## config.mk

```make
export PLATFORM = sky130hd
export DESIGN_NAME = axi_rd_arbiter_flat
export DESIGN_NICKNAME = d
export VERILOG_FILES = /design/src/rtl/axi_pkg.sv /design/src/rtl/axi_rd_arbiter_if.sv /design/src/rtl/rr_arbiter2.sv /design/src/rtl/axi_rd_arbiter.sv /design/src/flat_wrapper.sv
export SDC_FILE = /design/constraint.sdc
export NUM_CORES = 1
export LEC_CHECK = 0
export BUFFER_PORTS_ARGS = -buffer_cell sky130_fd_sc_hd__buf_2
export CAP_MARGIN = 20
export CORE_AREA = 2 2 104 106
export CTS_CLUSTER_SIZE = 8
export DETAILED_ROUTE_END_ITERATION = 12
export DIE_AREA = 0 0 106 108
export GPL_ROUTABILITY_DRIVEN = 0
export HOLD_SLACK_MARGIN = 0.1
export PLACE_DENSITY = 0.69
export REMOVE_ABC_BUFFERS = 1
export SLEW_MARGIN = 40
export SYNTH_ARGS = -nofsm -noshare
export SYNTH_HDL_FRONTEND = slang
export SYNTH_SLANG_ARGS = --single-unit
```

## constraint.sdc

```tcl
create_clock -name aclk -period 2 [get_ports aclk]
set_input_delay 0.1 -clock aclk [delete_from_list [all_inputs] [get_ports aclk]]
set_output_delay 0.1 -clock aclk [all_outputs]
set_load 0.005 [all_outputs]
```

## src/rtl/axi_pkg.sv

```systemverilog
// Shared definitions for the AXI read-channel arbiter slice.
//   AXI_BURST_INCR : arburst encoding driven on every request
//   M0_ID_DEF/M1_ID_DEF : default arid values for the two masters
//   ar_req_t : latched read-address request (addr/len/size/id)
//   state_t  : arbiter FSM states
package axi_pkg;

  localparam logic [1:0] AXI_BURST_INCR = 2'b01;
  localparam logic [3:0] M0_ID_DEF      = 4'd0;
  localparam logic [3:0] M1_ID_DEF      = 4'd1;

  typedef struct packed {
    logic [31:0] addr;
    logic [7:0]  len;
    logic [2:0]  size;
    logic [3:0]  id;
  } ar_req_t;

  typedef enum logic [1:0] {
    IDLE = 2'd0,
    AR   = 2'd1,
    R    = 2'd2
  } state_t;

endpackage

```

## src/rtl/axi_rd_arbiter_if.sv

```systemverilog
// Bus bundle for axi_rd_arbiter: both upstream master read ports (m0_*, m1_*)
// and the downstream AXI read channels (ar*, r*).
//   modport master : arbiter view (it masters the downstream AXI port)
//   modport slave  : environment view (upstream masters + AXI slave)
interface axi_rd_arbiter_if #(
  parameter int unsigned DATA_W = 32
);
  logic              m0_arvalid, m1_arvalid;
  logic [31:0]       m0_araddr,  m1_araddr;
  logic [7:0]        m0_arlen,   m1_arlen;
  logic [2:0]        m0_arsize,  m1_arsize;
  logic              m0_arready, m1_arready;
  logic [DATA_W-1:0] m0_rdata,   m1_rdata;
  logic [1:0]        m0_rresp,   m1_rresp;
  logic              m0_rlast,   m1_rlast;
  logic              m0_rvalid,  m1_rvalid;
  logic              m0_rready,  m1_rready;

  logic [3:0]        arid;
  logic [31:0]       araddr;
  logic [7:0]        arlen;
  logic [2:0]        arsize;
  logic [1:0]        arburst;
  logic [1:0]        arlock;
  logic [3:0]        arcache;
  logic [2:0]        arprot;
  logic              arvalid;
  logic              arready;
  logic [3:0]        rid;
  logic [DATA_W-1:0] rdata;
  logic [1:0]        rresp;
  logic              rlast;
  logic              rvalid;
  logic              rready;

  modport master (
    input  m0_arvalid, m0_araddr, m0_arlen, m0_arsize, m0_rready,
    input  m1_arvalid, m1_araddr, m1_arlen, m1_arsize, m1_rready,
    output m0_arready, m0_rdata, m0_rresp, m0_rlast, m0_rvalid,
    output m1_arready, m1_rdata, m1_rresp, m1_rlast, m1_rvalid,
    output arid, araddr, arlen, arsize, arburst, arlock, arcache, arprot, arvalid,
    input  arready,
    input  rid, rdata, rresp, rlast, rvalid,
    output rready
  );

  modport slave (
    output m0_arvalid, m0_araddr, m0_arlen, m0_arsize, m0_rready,
    output m1_arvalid, m1_araddr, m1_arlen, m1_arsize, m1_rready,
    input  m0_arready, m0_rdata, m0_rresp, m0_rlast, m0_rvalid,
    input  m1_arready, m1_rdata, m1_rresp, m1_rlast, m1_rvalid,
    input  arid, araddr, arlen, arsize, arburst, arlock, arcache, arprot, arvalid,
    output arready,
    output rid, rdata, rresp, rlast, rvalid,
    input  rready
  );
endinterface

```

## src/rtl/rr_arbiter2.sv

```systemverilog
// Combinational two-way round-robin pick.
//   req[1:0]   : request per master
//   last_grant : index of the master served most recently
//   gnt_valid  : at least one request present
//   gnt        : chosen master index (on a tie, the one that was not last served)
module rr_arbiter2 (
  input  logic [1:0] req,
  input  logic       last_grant,
  output logic       gnt_valid,
  output logic       gnt
);
  always_comb begin
    gnt_valid = |req;
    gnt       = 1'b0;
    case (req)
      2'b10:   gnt = 1'b1;
      2'b11:   gnt = ~last_grant;
      default: gnt = 1'b0;
    endcase
  end
endmodule

```

## src/rtl/axi_rd_arbiter.sv

```systemverilog
// Two-master, one-slave AXI read arbiter with a single outstanding burst.
// Ports:
//   aclk, aresetn : clock, asynchronous active-low reset
//   bus           : m0_*/m1_* master read ports and downstream ar*/r* channels
//   busy          : FSM not in IDLE
//   proto_err     : sticky flag, rlast disagreed with the granted arlen
module axi_rd_arbiter
  import axi_pkg::*;
#(
  parameter logic [3:0]  M0_ID  = M0_ID_DEF,
  parameter logic [3:0]  M1_ID  = M1_ID_DEF,
  parameter int unsigned DATA_W = 32
) (
  input  logic             aclk,
  input  logic             aresetn,
  axi_rd_arbiter_if.master bus,
  output logic             busy,
  output logic             proto_err
);
  localparam logic [DATA_W-1:0] RDATA_ZERO = '0;

  state_t     state, state_nxt;
  logic       grant, last_grant;
  logic [7:0] beat_cnt;
  ar_req_t    req_q, req_pick;
  logic       pick_valid, pick;
  logic       sel_rready;
  logic       rhs;
  logic       unused_rid;

  rr_arbiter2 u_rr (
    .req        ({bus.m1_arvalid, bus.m0_arvalid}),
    .last_grant (last_grant),
    .gnt_valid  (pick_valid),
    .gnt        (pick)
  );

  always_comb begin
    if (pick) req_pick = '{addr: bus.m1_araddr, len: bus.m1_arlen, size: bus.m1_arsize, id: M1_ID};
    else      req_pick = '{addr: bus.m0_araddr, len: bus.m0_arlen, size: bus.m0_arsize, id: M0_ID};
  end

  // Handshake computed outside the FSM block so rready does not feed back into it.
  assign sel_rready = grant ? bus.m1_rready : bus.m0_rready;
  assign rhs        = (state == R) && bus.rvalid && sel_rready;
  assign unused_rid = ^bus.rid;

  assign bus.arid    = req_q.id;
  assign bus.araddr  = req_q.addr;
  assign bus.arlen   = req_q.len;
  assign bus.arsize  = req_q.size;
  assign bus.arburst = AXI_BURST_INCR;
  assign bus.arlock  = '0;
  assign bus.arcache = '0;
  assign bus.arprot  = '0;
  assign busy        = (state != IDLE);

  always_ff @(posedge aclk or negedge aresetn) begin
    if (!aresetn) state <= IDLE;
    else          state <= state_nxt;
  end

  always_comb begin
    state_nxt      = state;
    bus.m0_arready = 1'b0;
    bus.m1_arready = 1'b0;
    bus.arvalid    = 1'b0;
    bus.rready     = 1'b0;
    bus.m0_rvalid  = 1'b0;
    bus.m0_rdata   = RDATA_ZERO;
    bus.m0_rresp   = '0;
    bus.m0_rlast   = 1'b0;
    bus.m1_rvalid  = 1'b0;
    bus.m1_rdata   = RDATA_ZERO;
    bus.m1_rresp   = '0;
    bus.m1_rlast   = 1'b0;
    case (state)
      IDLE: begin
        // aresetn gate keeps the accept pulse low while reset is held.
        if (pick_valid && aresetn) begin
          state_nxt = AR;
          if (pick) bus.m1_arready = 1'b1;
          else      bus.m0_arready = 1'b1;
        end
      end
      AR: begin
        bus.arvalid = 1'b1;
        if (bus.arready) state_nxt = R;
      end
      R: begin
        bus.rready = sel_rready;
        if (grant) begin
          bus.m1_rvalid = bus.rvalid;
          bus.m1_rdata  = bus.rdata;
          bus.m1_rresp  = bus.rresp;
          bus.m1_rlast  = bus.rlast;
        end else begin
          bus.m0_rvalid = bus.rvalid;
          bus.m0_rdata  = bus.rdata;
          bus.m0_rresp  = bus.rresp;
          bus.m0_rlast  = bus.rlast;
        end
        if (rhs && bus.rlast) state_nxt = IDLE;
      end
      default: state_nxt = IDLE;
    endcase
  end

  always_ff @(posedge aclk or negedge aresetn) begin
    if (!aresetn) begin
      grant      <= 1'b0;
      last_grant <= 1'b1;
      beat_cnt   <= '0;
      proto_err  <= 1'b0;
      req_q      <= '0;
    end else begin
      if (state == IDLE && pick_valid) begin
        grant    <= pick;
        req_q    <= req_pick;
        beat_cnt <= '0;
      end
      if (rhs) begin
        beat_cnt <= beat_cnt + 8'd1;
        if (bus.rlast) begin
          last_grant <= grant;
          if (beat_cnt != req_q.len) proto_err <= 1'b1;
        end else if (beat_cnt == req_q.len) begin
          proto_err <= 1'b1;
        end
      end
    end
  end
endmodule

```

## src/flat_wrapper.sv

```systemverilog
// flat-port wrapper written by rule: the top's interface ports become plain ports
module axi_rd_arbiter_flat import axi_pkg::*;
#(
  parameter logic [3:0]  M0_ID  = M0_ID_DEF,
  parameter logic [3:0]  M1_ID  = M1_ID_DEF,
  parameter int unsigned DATA_W = 32
)
  (aclk, aresetn, busy, proto_err, bus_m0_arvalid, bus_m0_araddr, bus_m0_arlen, bus_m0_arsize, bus_m0_rready, bus_m1_arvalid, bus_m1_araddr, bus_m1_arlen, bus_m1_arsize, bus_m1_rready, bus_m0_arready, bus_m0_rdata, bus_m0_rresp, bus_m0_rlast, bus_m0_rvalid, bus_m1_arready, bus_m1_rdata, bus_m1_rresp, bus_m1_rlast, bus_m1_rvalid, bus_arid, bus_araddr, bus_arlen, bus_arsize, bus_arburst, bus_arlock, bus_arcache, bus_arprot, bus_arvalid, bus_arready, bus_rid, bus_rdata, bus_rresp, bus_rlast, bus_rvalid, bus_rready);
  axi_rd_arbiter_if #(.DATA_W(DATA_W)) bus_i ();
  input  logic aclk;
  input  logic aresetn;
  output logic busy;
  output logic proto_err;
  input wire logic [$bits(bus_i.m0_arvalid)-1:0] bus_m0_arvalid;
  input wire logic [$bits(bus_i.m0_araddr)-1:0] bus_m0_araddr;
  input wire logic [$bits(bus_i.m0_arlen)-1:0] bus_m0_arlen;
  input wire logic [$bits(bus_i.m0_arsize)-1:0] bus_m0_arsize;
  input wire logic [$bits(bus_i.m0_rready)-1:0] bus_m0_rready;
  input wire logic [$bits(bus_i.m1_arvalid)-1:0] bus_m1_arvalid;
  input wire logic [$bits(bus_i.m1_araddr)-1:0] bus_m1_araddr;
  input wire logic [$bits(bus_i.m1_arlen)-1:0] bus_m1_arlen;
  input wire logic [$bits(bus_i.m1_arsize)-1:0] bus_m1_arsize;
  input wire logic [$bits(bus_i.m1_rready)-1:0] bus_m1_rready;
  output wire logic [$bits(bus_i.m0_arready)-1:0] bus_m0_arready;
  output wire logic [$bits(bus_i.m0_rdata)-1:0] bus_m0_rdata;
  output wire logic [$bits(bus_i.m0_rresp)-1:0] bus_m0_rresp;
  output wire logic [$bits(bus_i.m0_rlast)-1:0] bus_m0_rlast;
  output wire logic [$bits(bus_i.m0_rvalid)-1:0] bus_m0_rvalid;
  output wire logic [$bits(bus_i.m1_arready)-1:0] bus_m1_arready;
  output wire logic [$bits(bus_i.m1_rdata)-1:0] bus_m1_rdata;
  output wire logic [$bits(bus_i.m1_rresp)-1:0] bus_m1_rresp;
  output wire logic [$bits(bus_i.m1_rlast)-1:0] bus_m1_rlast;
  output wire logic [$bits(bus_i.m1_rvalid)-1:0] bus_m1_rvalid;
  output wire logic [$bits(bus_i.arid)-1:0] bus_arid;
  output wire logic [$bits(bus_i.araddr)-1:0] bus_araddr;
  output wire logic [$bits(bus_i.arlen)-1:0] bus_arlen;
  output wire logic [$bits(bus_i.arsize)-1:0] bus_arsize;
  output wire logic [$bits(bus_i.arburst)-1:0] bus_arburst;
  output wire logic [$bits(bus_i.arlock)-1:0] bus_arlock;
  output wire logic [$bits(bus_i.arcache)-1:0] bus_arcache;
  output wire logic [$bits(bus_i.arprot)-1:0] bus_arprot;
  output wire logic [$bits(bus_i.arvalid)-1:0] bus_arvalid;
  input wire logic [$bits(bus_i.arready)-1:0] bus_arready;
  input wire logic [$bits(bus_i.rid)-1:0] bus_rid;
  input wire logic [$bits(bus_i.rdata)-1:0] bus_rdata;
  input wire logic [$bits(bus_i.rresp)-1:0] bus_rresp;
  input wire logic [$bits(bus_i.rlast)-1:0] bus_rlast;
  input wire logic [$bits(bus_i.rvalid)-1:0] bus_rvalid;
  output wire logic [$bits(bus_i.rready)-1:0] bus_rready;
  assign bus_i.m0_arvalid = bus_m0_arvalid;
  assign bus_i.m0_araddr = bus_m0_araddr;
  assign bus_i.m0_arlen = bus_m0_arlen;
  assign bus_i.m0_arsize = bus_m0_arsize;
  assign bus_i.m0_rready = bus_m0_rready;
  assign bus_i.m1_arvalid = bus_m1_arvalid;
  assign bus_i.m1_araddr = bus_m1_araddr;
  assign bus_i.m1_arlen = bus_m1_arlen;
  assign bus_i.m1_arsize = bus_m1_arsize;
  assign bus_i.m1_rready = bus_m1_rready;
  assign bus_m0_arready = bus_i.m0_arready;
  assign bus_m0_rdata = bus_i.m0_rdata;
  assign bus_m0_rresp = bus_i.m0_rresp;
  assign bus_m0_rlast = bus_i.m0_rlast;
  assign bus_m0_rvalid = bus_i.m0_rvalid;
  assign bus_m1_arready = bus_i.m1_arready;
  assign bus_m1_rdata = bus_i.m1_rdata;
  assign bus_m1_rresp = bus_i.m1_rresp;
  assign bus_m1_rlast = bus_i.m1_rlast;
  assign bus_m1_rvalid = bus_i.m1_rvalid;
  assign bus_arid = bus_i.arid;
  assign bus_araddr = bus_i.araddr;
  assign bus_arlen = bus_i.arlen;
  assign bus_arsize = bus_i.arsize;
  assign bus_arburst = bus_i.arburst;
  assign bus_arlock = bus_i.arlock;
  assign bus_arcache = bus_i.arcache;
  assign bus_arprot = bus_i.arprot;
  assign bus_arvalid = bus_i.arvalid;
  assign bus_i.arready = bus_arready;
  assign bus_i.rid = bus_rid;
  assign bus_i.rdata = bus_rdata;
  assign bus_i.rresp = bus_rresp;
  assign bus_i.rlast = bus_rlast;
  assign bus_i.rvalid = bus_rvalid;
  assign bus_rready = bus_i.rready;
  axi_rd_arbiter #(.M0_ID(M0_ID), .M1_ID(M1_ID), .DATA_W(DATA_W)) u_core (.aclk(aclk), .aresetn(aresetn), .bus(bus_i), .busy(busy), .proto_err(proto_err));
endmodule
```

Word-level counts from Yosys, hierarchy flattened. Index checks and enable logic that the tools add are counted.

Register bits: 60. Input port bits: 133.

$add $sub $neg: 1. Equality and inequality tests: 10. Mux-type cells: 36. Bitwise gates (word level): 1. Reductions and logical operators: 13.

Operators with widths (count): two-way mux 32 bit (4); two-way mux 47 bit (1); two-way mux 1 bit (20); two-way mux 8 bit (2); two-way mux 2 bit (7); adder 8 x 1 -> 8 bit, second input constant (1); equality test 8 bit (1); != test 8 bit (1); equality test 2 bit, second input constant (3); case mux 2 bit (3 select lines) (1); AND reduction 3 bit (2); nonzero test 2 bit (3); logical AND 1 bit (5); != test 2 x 1 -> 1 bit, second input constant (2); != test 2 bit, second input constant (2); equality test 2 x 1 -> 1 bit, second input constant (1); zero test 2 bit (1); case mux 1 bit (2 select lines) (1); AND reduction 2 bit (1); OR reduction 2 bit (1); inverter 1 bit (1).

Longest topological paths before layout. Gate-level depths: netlist of the first run.

Depth after elaboration: 6. Mapped depth: 6. Mapped depth without buffers: 4.

Cells and area by module. A second synthesis of the first run with hierarchy kept.

Cells, all modules: 369. Area total of the unflattened synthesis: 3349.5 µm².

By module, submodules not included: axi_rd_arbiter (instances 1, cells an instance 367, area each 3335.7 µm²); rr_arbiter2 (instances 1, cells an instance 2, area each 13.8 µm²).

Worst setup path before layout of the first run. No wires, ideal clock.

Kind: reg-to-reg. Start: register u_core.bus.arid[0] (netlist name). End: register u_core.proto_err. Data arrival time: 1444 ps. Setup slack: 432 ps. Stages on the path, launching flop included: 6. Cell sequence: dfrtp_1 mux2_4 and3_1 buf_6 and2_4 a211o_1.

RTL lines: end signal: assignment (line axi_rd_arbiter.sv:114) `proto_err <= 1'b0;`; end signal: assignment (line axi_rd_arbiter.sv:126) `if (beat_cnt != req_q.len) proto_err <= 1'b1;`; end signal: assignment (line axi_rd_arbiter.sv:128) `proto_err <= 1'b1;`; end: declaration (line axi_rd_arbiter.sv:18) `output logic proto_err`.

Worst setup path in the final report of the first run.
Start: register u_core.last_grant. End: register u_core.req_q, in the netlist u_core.bus.araddr[24].

Word-level cells in the longest chain between the ends: 3.

Ends and longest elaborated chain: start: declaration (line axi_rd_arbiter.sv:23) `logic grant, last_grant;`; start signal: assignment (line axi_rd_arbiter.sv:125) `last_grant <= grant;`; inverter 1 bit (line rr_arbiter2.sv:17) `2'b11: gnt = ~last_grant;`; case mux 1 bit (2 select lines) (line rr_arbiter2.sv:15) `case (req)`; two-way mux 47 bit (line axi_rd_arbiter.sv:39) `if (pick) req_pick = '{addr: bus.m1_araddr, len: bus.m1_arlen, size: bus.m1_arsize, id: M1_ID};`; end signal: assignment (line axi_rd_arbiter.sv:119) `req_q <= req_pick;`; end: declaration (line axi_rd_arbiter.sv:25) `ar_req_t req_q, req_pick;`.

Every way passes these cells. A chain may end at the register's enable or synchronous reset.

==> results.cfg, run 1 <==
[finish]
drive_gt1_share_pct = 41.37
multiInputGateArea_um2 = 1778
final_cell_mix = buf_2 (250), dlygate4sd3_1 (66), dfrtp_1 (55)
layout_commonest_cell = buf_2
instances_no_fill = 811
area.sequential_um2 = 1403
fillCellCount = 923
areaGrowthSynthToFinish_pct = 63.23
final_nets = 805

[worst_setup_path]
cp_max_fo = 19
startpoint_type = flip-flop
critPathKind = flip-flop to flip-flop
required_ns = 2.17
crit_arrival_ns = 2.09
end_kind = flip-flop

[power]
p_clk_share_pct = 11.7
power_switching_uw = 2173
p_seq_share_pct = 36.5
p_sw_share_pct = 40.21
power_uw = 5405
p_leak_uw = 0.003104
power_density_nw_per_um2 = 986.0
power.combinational.fraction_pct = 51.8
vdd_ir_drop_max_mv = 0.5606
internal_power_uw = 3232

[logic_synthesis]
syn_area_um2 = 3358
synth-xor-area-share_pct = 2.347
synthTopCellsByArea = dfrtp_1 (41%), mux2i_1 (14%), and3_1 (7.5%)
synthSimpleGateAreaFrac_pct = 24.22
yosysSeqAreaShare_pct = 41.77
ys_warn_count = 0
synthAdderAreaFrac_pct = 0.3726
yosysUniqueCellTypes = 34
synth.mux.area_fraction_pct = 15.57
synth_top_family_by_area = simple AND/OR/NAND/NOR gates
synth_seq_cells = 56
synth_top_area_share_pct = 40.98
synth_compound_area_share_pct = 8.122
synth_flop_cell = dfrtp_1
synthesis.instances = 368
synth_area_per_cell_um2 = 9.126
synth_edf_count = 0
yosysTopAreaCell = dfrtp_1
synthArstFlopShare_pct = 100.0

[run]
drv_cap = 0

[cts]
cts_tree = done
cts_buffers = 5
insertion_delay_ns = 0.31
cts_buffer_depth = 2
clk_pin_slew_ns = 0.11
cts.sinks = 56
post-cts-setup-buffers = 0
cts_root_buf = clkbuf_8
htreeDepth = 2

[routing]
met2_length_um = 7304
vias = 3789
m1WireLength_um = 4722
detail_route.wl_per_cell_um = 16.23
drt_wl_total_um = 13170
drc = 0
wl_met3_um = 954
ant_nets = 0
vias_per_cell = 4.672
top_layer = met4
drt_iter0_drc = 369
drt_pass1_iterations = 4

[global_routing]
grt_pass1_vias = 3792
overflow = 0
grt_max_degree = 93
grt_antenna_before_repair = 3
grt_usage_pct = 21.80
grt_pass1_wl_um = 19610

[sta]
post-route-min-period_ns = 1.917
totalNegativeSetupSlack_ns = 0
finalCritPeriodShare_pct = 95.85
clock_skew_ns = 0.01737
rsz0062_at_grt = no
setup_violations = 0
fmax_ghz = 0.5217
slew_viol_final = 0
final-hold-violation-count = 0

[floorplanning]
core-area_um2 = 10230
fp.dieArea_um2 = 11450
die_h_um = 108
num_rows = 37
initial_utilization_pct = 32.82
io_pins = 269
die_w_um = 106

[status]
status = completed

[min_path]
min_path_type = primary input to flip-flop

[place]
placedCellCount = 733
dpl.hpwl_um = 9267
placement.io_buffers = 250
==> worst max-delay path, stage by stage, from the launching register on <==
cell and delay, ns:
dfstp_2 0.40, a21boi_4 0.24, buf_12 0.23, mux2i_1 0.20, dlygate4sd3_1 0.58, o21ai_0 0.11
==> cells by family (layout without fill, tap and decap cells) <==
group | Yosys count | in the layout
adders and majority gates | 1 | 1
xor gates and xnor gates | 9 | 9
buffers and inverters | 44 | 336
DFF | 56 | 56
other | 2 | 17
AOI/OAI and AO/OA | 51 | 51
and+or+nand+nor | 154 | 154
muxes | 51 | 51
==> power groups by stage <==
stage | Sequential, µW | Combinational [µW] | Clock [µW]
after floorplan | 2020 | 1260 | 0
after global placement | 1960 | 2510 | 0
after detailed placement | 1970 | 2570 | 0
after CTS | 1960 | 2730 | 652
after global routing | 2040 | 3120 | 688
final | 1970 | 2800 | 631
==> cell usage after synthesis, types with 2 or more instances <==
cell and n:
and2_1 36, o21ai_0 46, nand3_1 7, and3_1 40, dfrtp_1 55, xnor2_1 8, nand2_1 51, mux2i_1 47
mux2_2 2, nor3_1 4, conb_1 2, buf_4 19, buf_2 3, clkbuf_1 15, buf_1 4, inv_1 2
nor2_1 5, nor2b_1 2, nand4_1 4, mux2_4 2
==> what timing repair did <==
action,CTS,global route
hold buffers,66,0
endpoints found under the setup margin,0,2
gates resized for setup,0,0
endpoints found under the hold margin,52,0
==> flip-flops by register name, indices dropped and copies added (netlist names) <==
register and count:
u_core.bus.araddr 32, u_core.beat_cnt 8, u_core.bus.arlen 8, u_core.bus.arsize 3
u_core.state 2, u_core.bus.arid 1, u_core.last_grant 1, u_core.proto_err 1
==> path summary, 6_finish.rpt <==
path	from	end	slack, ns	depth (start not counted)
worst min-delay path	bus_m0_arlen[4]	u_core.bus.arlen[4]	0.1	3
max in group asynchronous	aresetn	u_core.bus.araddr[31]	0.99	3
worst max register to register	u_core.last_grant	u_core.bus.araddr[24]	0.08	5
min in group asynchronous	aresetn	u_core.bus.araddr[7]	0.26	2
worst min register to register	u_core.proto_err	u_core.proto_err	0.48	1
worst max-delay path	u_core.last_grant	u_core.bus.araddr[24]	0.08	5
==> final cells by class <==
type                       instances  share of cell area [%]
multi-input combinational        280                   32.44
timing repair buffer             326                   37.02
tap                              136                   3.104
clock buffer                       6                   1.324
sequential                        56                   25.59
inverter                           2                  0.1370
antenna                            3                  0.1370
clock inverter                     2                  0.2511
==> stage by stage <==
stage / utilization [%] / worst slack, ns / area (µm²) / hold WS (ns)
3_3_place_gp: 45.96 / 0.4572 / 4702 / 0.07722
6_report: 53.58 / 0.08310 / 5482 / 0.09971
5_1_grt: 53.58 / 0.005897 / 5482 / 0.1119
2_1_floorplan: - / -3.837 / 3163 / -0.1956
4_1_cts: 53.26 / 0.1507 / 5449 / 0.1001
3_5_place_dp: 45.96 / 0.4303 / 4702 / 0.07746
==> routing by layer <==
layer / track usage (%) / up-vias
met2: 44.10 / 186
met1: 22.72 / 1762
met3: 4.641 / 17
li1: - / 1824
met4: 5.357 / 0
met5: 0 / -
No activity file was read; power rests on OpenSTA's default activity.
==> run 2: changes to the inputs <==
- ABC_AREA: not set -> 1
- CORE_AREA: 2 2 104 106 -> not set
- CORE_MARGIN: not set -> 2
- CORE_UTILIZATION: not set -> 30
- DIE_AREA: 0 0 106 108 -> not set
- PLACE_DENSITY: 0.69 -> not set
==> run 2 against run 1 <==
Maximum frequency shrank 1.7%. Clock skew shrank 0.0053 ns. First-iteration DRC count shrank 32%. Total power grew 3.9%.
==> results.cfg, run 2 <==
[cts]
insertion_delay_ns = 0.32
cts_buffer_depth = 2
cts.sinks = 56
htreeDepth = 2
cts_root_buf = clkbuf_8
post-cts-setup-buffers = 0
cts_buffers = 5
clk_pin_slew_ns = 0.10
cts_tree = done

[worst_setup_path]
crit_arrival_ns = 1.85
crit_path_end = bus_m0_rdata[0]
startpoint_type = flip-flop
timing.rr.end = u_core.bus.araddr[26]
worstRegToRegCells = 6
worstReg2RegStart = u_core.last_grant
startpoint = u_core.state[0]
reg2reg_slack_ns = 0.13
end_kind = output pin
required_ns = 1.90
cp_max_fo = 36
critPathKind = flip-flop to output pin

[sta]
post-route-min-period_ns = 1.949
clock_skew_ns = 0.01203
finalCritPeriodShare_pct = 97.46
rsz0062_at_grt = yes
slew-limit-headroom_pct = 58.62
final-hold-violation-count = 0
hold_slack_ns = 0.1278
fmax_ghz = 0.5130
slew_viol_final = 0
worst_pin_slew_ns = 0.6185
totalNegativeSetupSlack_ns = 0
setup_violations = 0

[logic_synthesis]
yosysUniqueCellTypes = 30
synthesis.instances = 481
synth_top_area_share_pct = 41.04
syn_area_um2 = 3353
synthTopCellsByArea = dfrtp_1 (41%), nor2_1 (14%), nand2_1 (8.3%)
synth_most_common_cell = nor2_1
yosysSeqAreaShare_pct = 41.83
ys_warn_count = 0
synthArstFlopShare_pct = 100.0
synth_common_cells = nor2_1 (127), nand2_1 (74), dfrtp_1 (55)
synth_area_per_cell_um2 = 6.971
yosysTopAreaCell = dfrtp_1
synth_edf_count = 0
synth_flop_cell = dfrtp_1
synth_seq_cells = 56

[global_routing]
grt_pass1_vias = 3953
overflow = 0
grt_usage_pct = 20.87
grt_pass1_wl_um = 19260
grt_max_degree = 46
grt_antenna_before_repair = 0

[place]
placement.io_buffers = 250
dpl.hpwl_um = 9102
placed_cell_area_um2 = 4647

[floorplanning]
fp.dieArea_um2 = 12040
num_rows = 38
die_h_um = 109.7
initial_utilization_pct = 30.80
io_pins = 269
core-area_um2 = 10890
die_w_um = 109.7

[routing]
drt_pass1_iterations = 5
drt_wl_total_um = 13250
detail_route.wl_per_cell_um = 14.00
vias = 4248
ant_nets = 0
vias_per_cell = 4.490
drt_iter0_drc = 250
drc = 0

[status]
status = completed

[power]
vdd_ir_drop_max_mv = 0.7613
p_leak_uw = 0.003188
power_uw = 5616
power_density_nw_per_um2 = 998.1

[finish]
drive_gt1_share_pct = 35.11
largest_register_ffs = 32
n_antenna_cell = 0
areaGrowthSynthToFinish_pct = 67.80
fillCellCount = 1069
final_cell_mix = buf_2 (250), nor2_1 (127), dlygate4sd3_1 (88)
final_nets = 940
fin_area_um2 = 5627
layout_commonest_cell = buf_2

[min_path]
min_path_type = primary input to flip-flop
hold_start = bus_m0_araddr[23]

[run]
drv_cap = 0
-- run 2: cell count changes in the layout (fill, tap and decap cells not counted), sizes merged, moves of 4 or more --
| cell | before | now |
|---|---|---|
| and2 | 38 | 0 |
| mux2 | 4 | 0 |
| o22ai | 0 | 4 |
| mux2i | 47 | 0 |
| dlygate4sd3 | 66 | 88 |
| and3 | 40 | 0 |
| o21ai | 46 | 94 |
| nor2 | 5 | 130 |
| xnor2 | 8 | 4 |
| inv | 3 | 56 |
| nand2 | 51 | 78 |
-- run 2: per-stage QoR --
stage | cells | util, % | setup slack (ns)
CTS | 946 | 51.61 | 0.02652
floorplan | 455 | - | 0.2651
finish | 946 | 51.68 | 0.05074
detailed placement | 851 | 42.68 | 0.4490
global route | 946 | 51.68 | -0.1238
global placement | 851 | 42.68 | 0.4830
-- run 2: worst min path at each step --
stage,cells after the start,endpoint,slack [ns]
6_report,3,u_core.bus.araddr[23],0.13
2_1_floorplan,0,u_core.beat_cnt[0],-0.20
3_3_place_gp,2,u_core.bus.arid[0],0.15
4_1_cts,3,u_core.bus.araddr[23],0.11
5_1_grt,3,u_core.bus.araddr[23],0.15
3_5_place_dp,2,u_core.bus.arid[0],0.17
-- run 2: final cells by class --
| class | instances | area (µm²) | area share (%) |
|---|---|---|---|
| Timing Repair Buffer | 344 | 2193 | 38.98 |
| Clock buffer | 6 | 82.58 | 1.468 |
| Inverter | 57 | 220.2 | 3.914 |
| Multi-Input combinational cell | 342 | 1544 | 27.44 |
| Clock inverter | 1 | 8.758 | 0.1557 |
| Sequential cell | 56 | 1403 | 24.93 |
| Tap cell | 140 | 175.2 | 3.113 |
-- run 2: critical path, stage by stage (launching register included) --
cell     delay [ns]
dfrtp_1        0.42
inv_1          0.13
nand2_1        0.12
inv_1          0.12
nand2_2        0.35
nor2_1         0.24
buf_2          0.14
-- run 2: cell families (layout without fill, tap and decap cells) --
group | count (synthesis) | count (layout) | share of synthesized area [%]
xor gates and xnor gates | 4 | 4 | 1.045
AOI/OAI and AO/OA | 102 | 102 | 16.90
other | 2 | 14 | 0.2240
DFF | 56 | 56 | 41.83
adders and majority gates | 1 | 1 | 0.3731
and+or+nand+nor | 221 | 221 | 26.16
buffers and inverters | 95 | 408 | 13.47
-- run 2: power by group --
group / internal [µW] / total (µW) / switching, µW
Sequential: 1630 / 1970 / 341
Combinational: 1350 / 2980 / 1630
Clock: 278 / 669 / 392
-- run 2: metal layers --
layer | part of all wire, % | vias to the layer above | track usage, % | routed length (µm)
met2 | 53 | 225 | 40.78 | 6978
met1 | 36 | 1891 | 21.39 | 4707
met5 | 0 | - | 0 | 0
met4 | 2.2 | 0 | 6.872 | 289
li1 | - | 2111 | - | -
met3 | 9.6 | 21 | 5.216 | 1272
-- run 2: what timing repair did --
action / CTS / global route
resized for setup: 0 / 6
setup endpoints to repair: 0 / 80
hold endpoints to repair: 102 / 0
hold buffers: 88 / 0
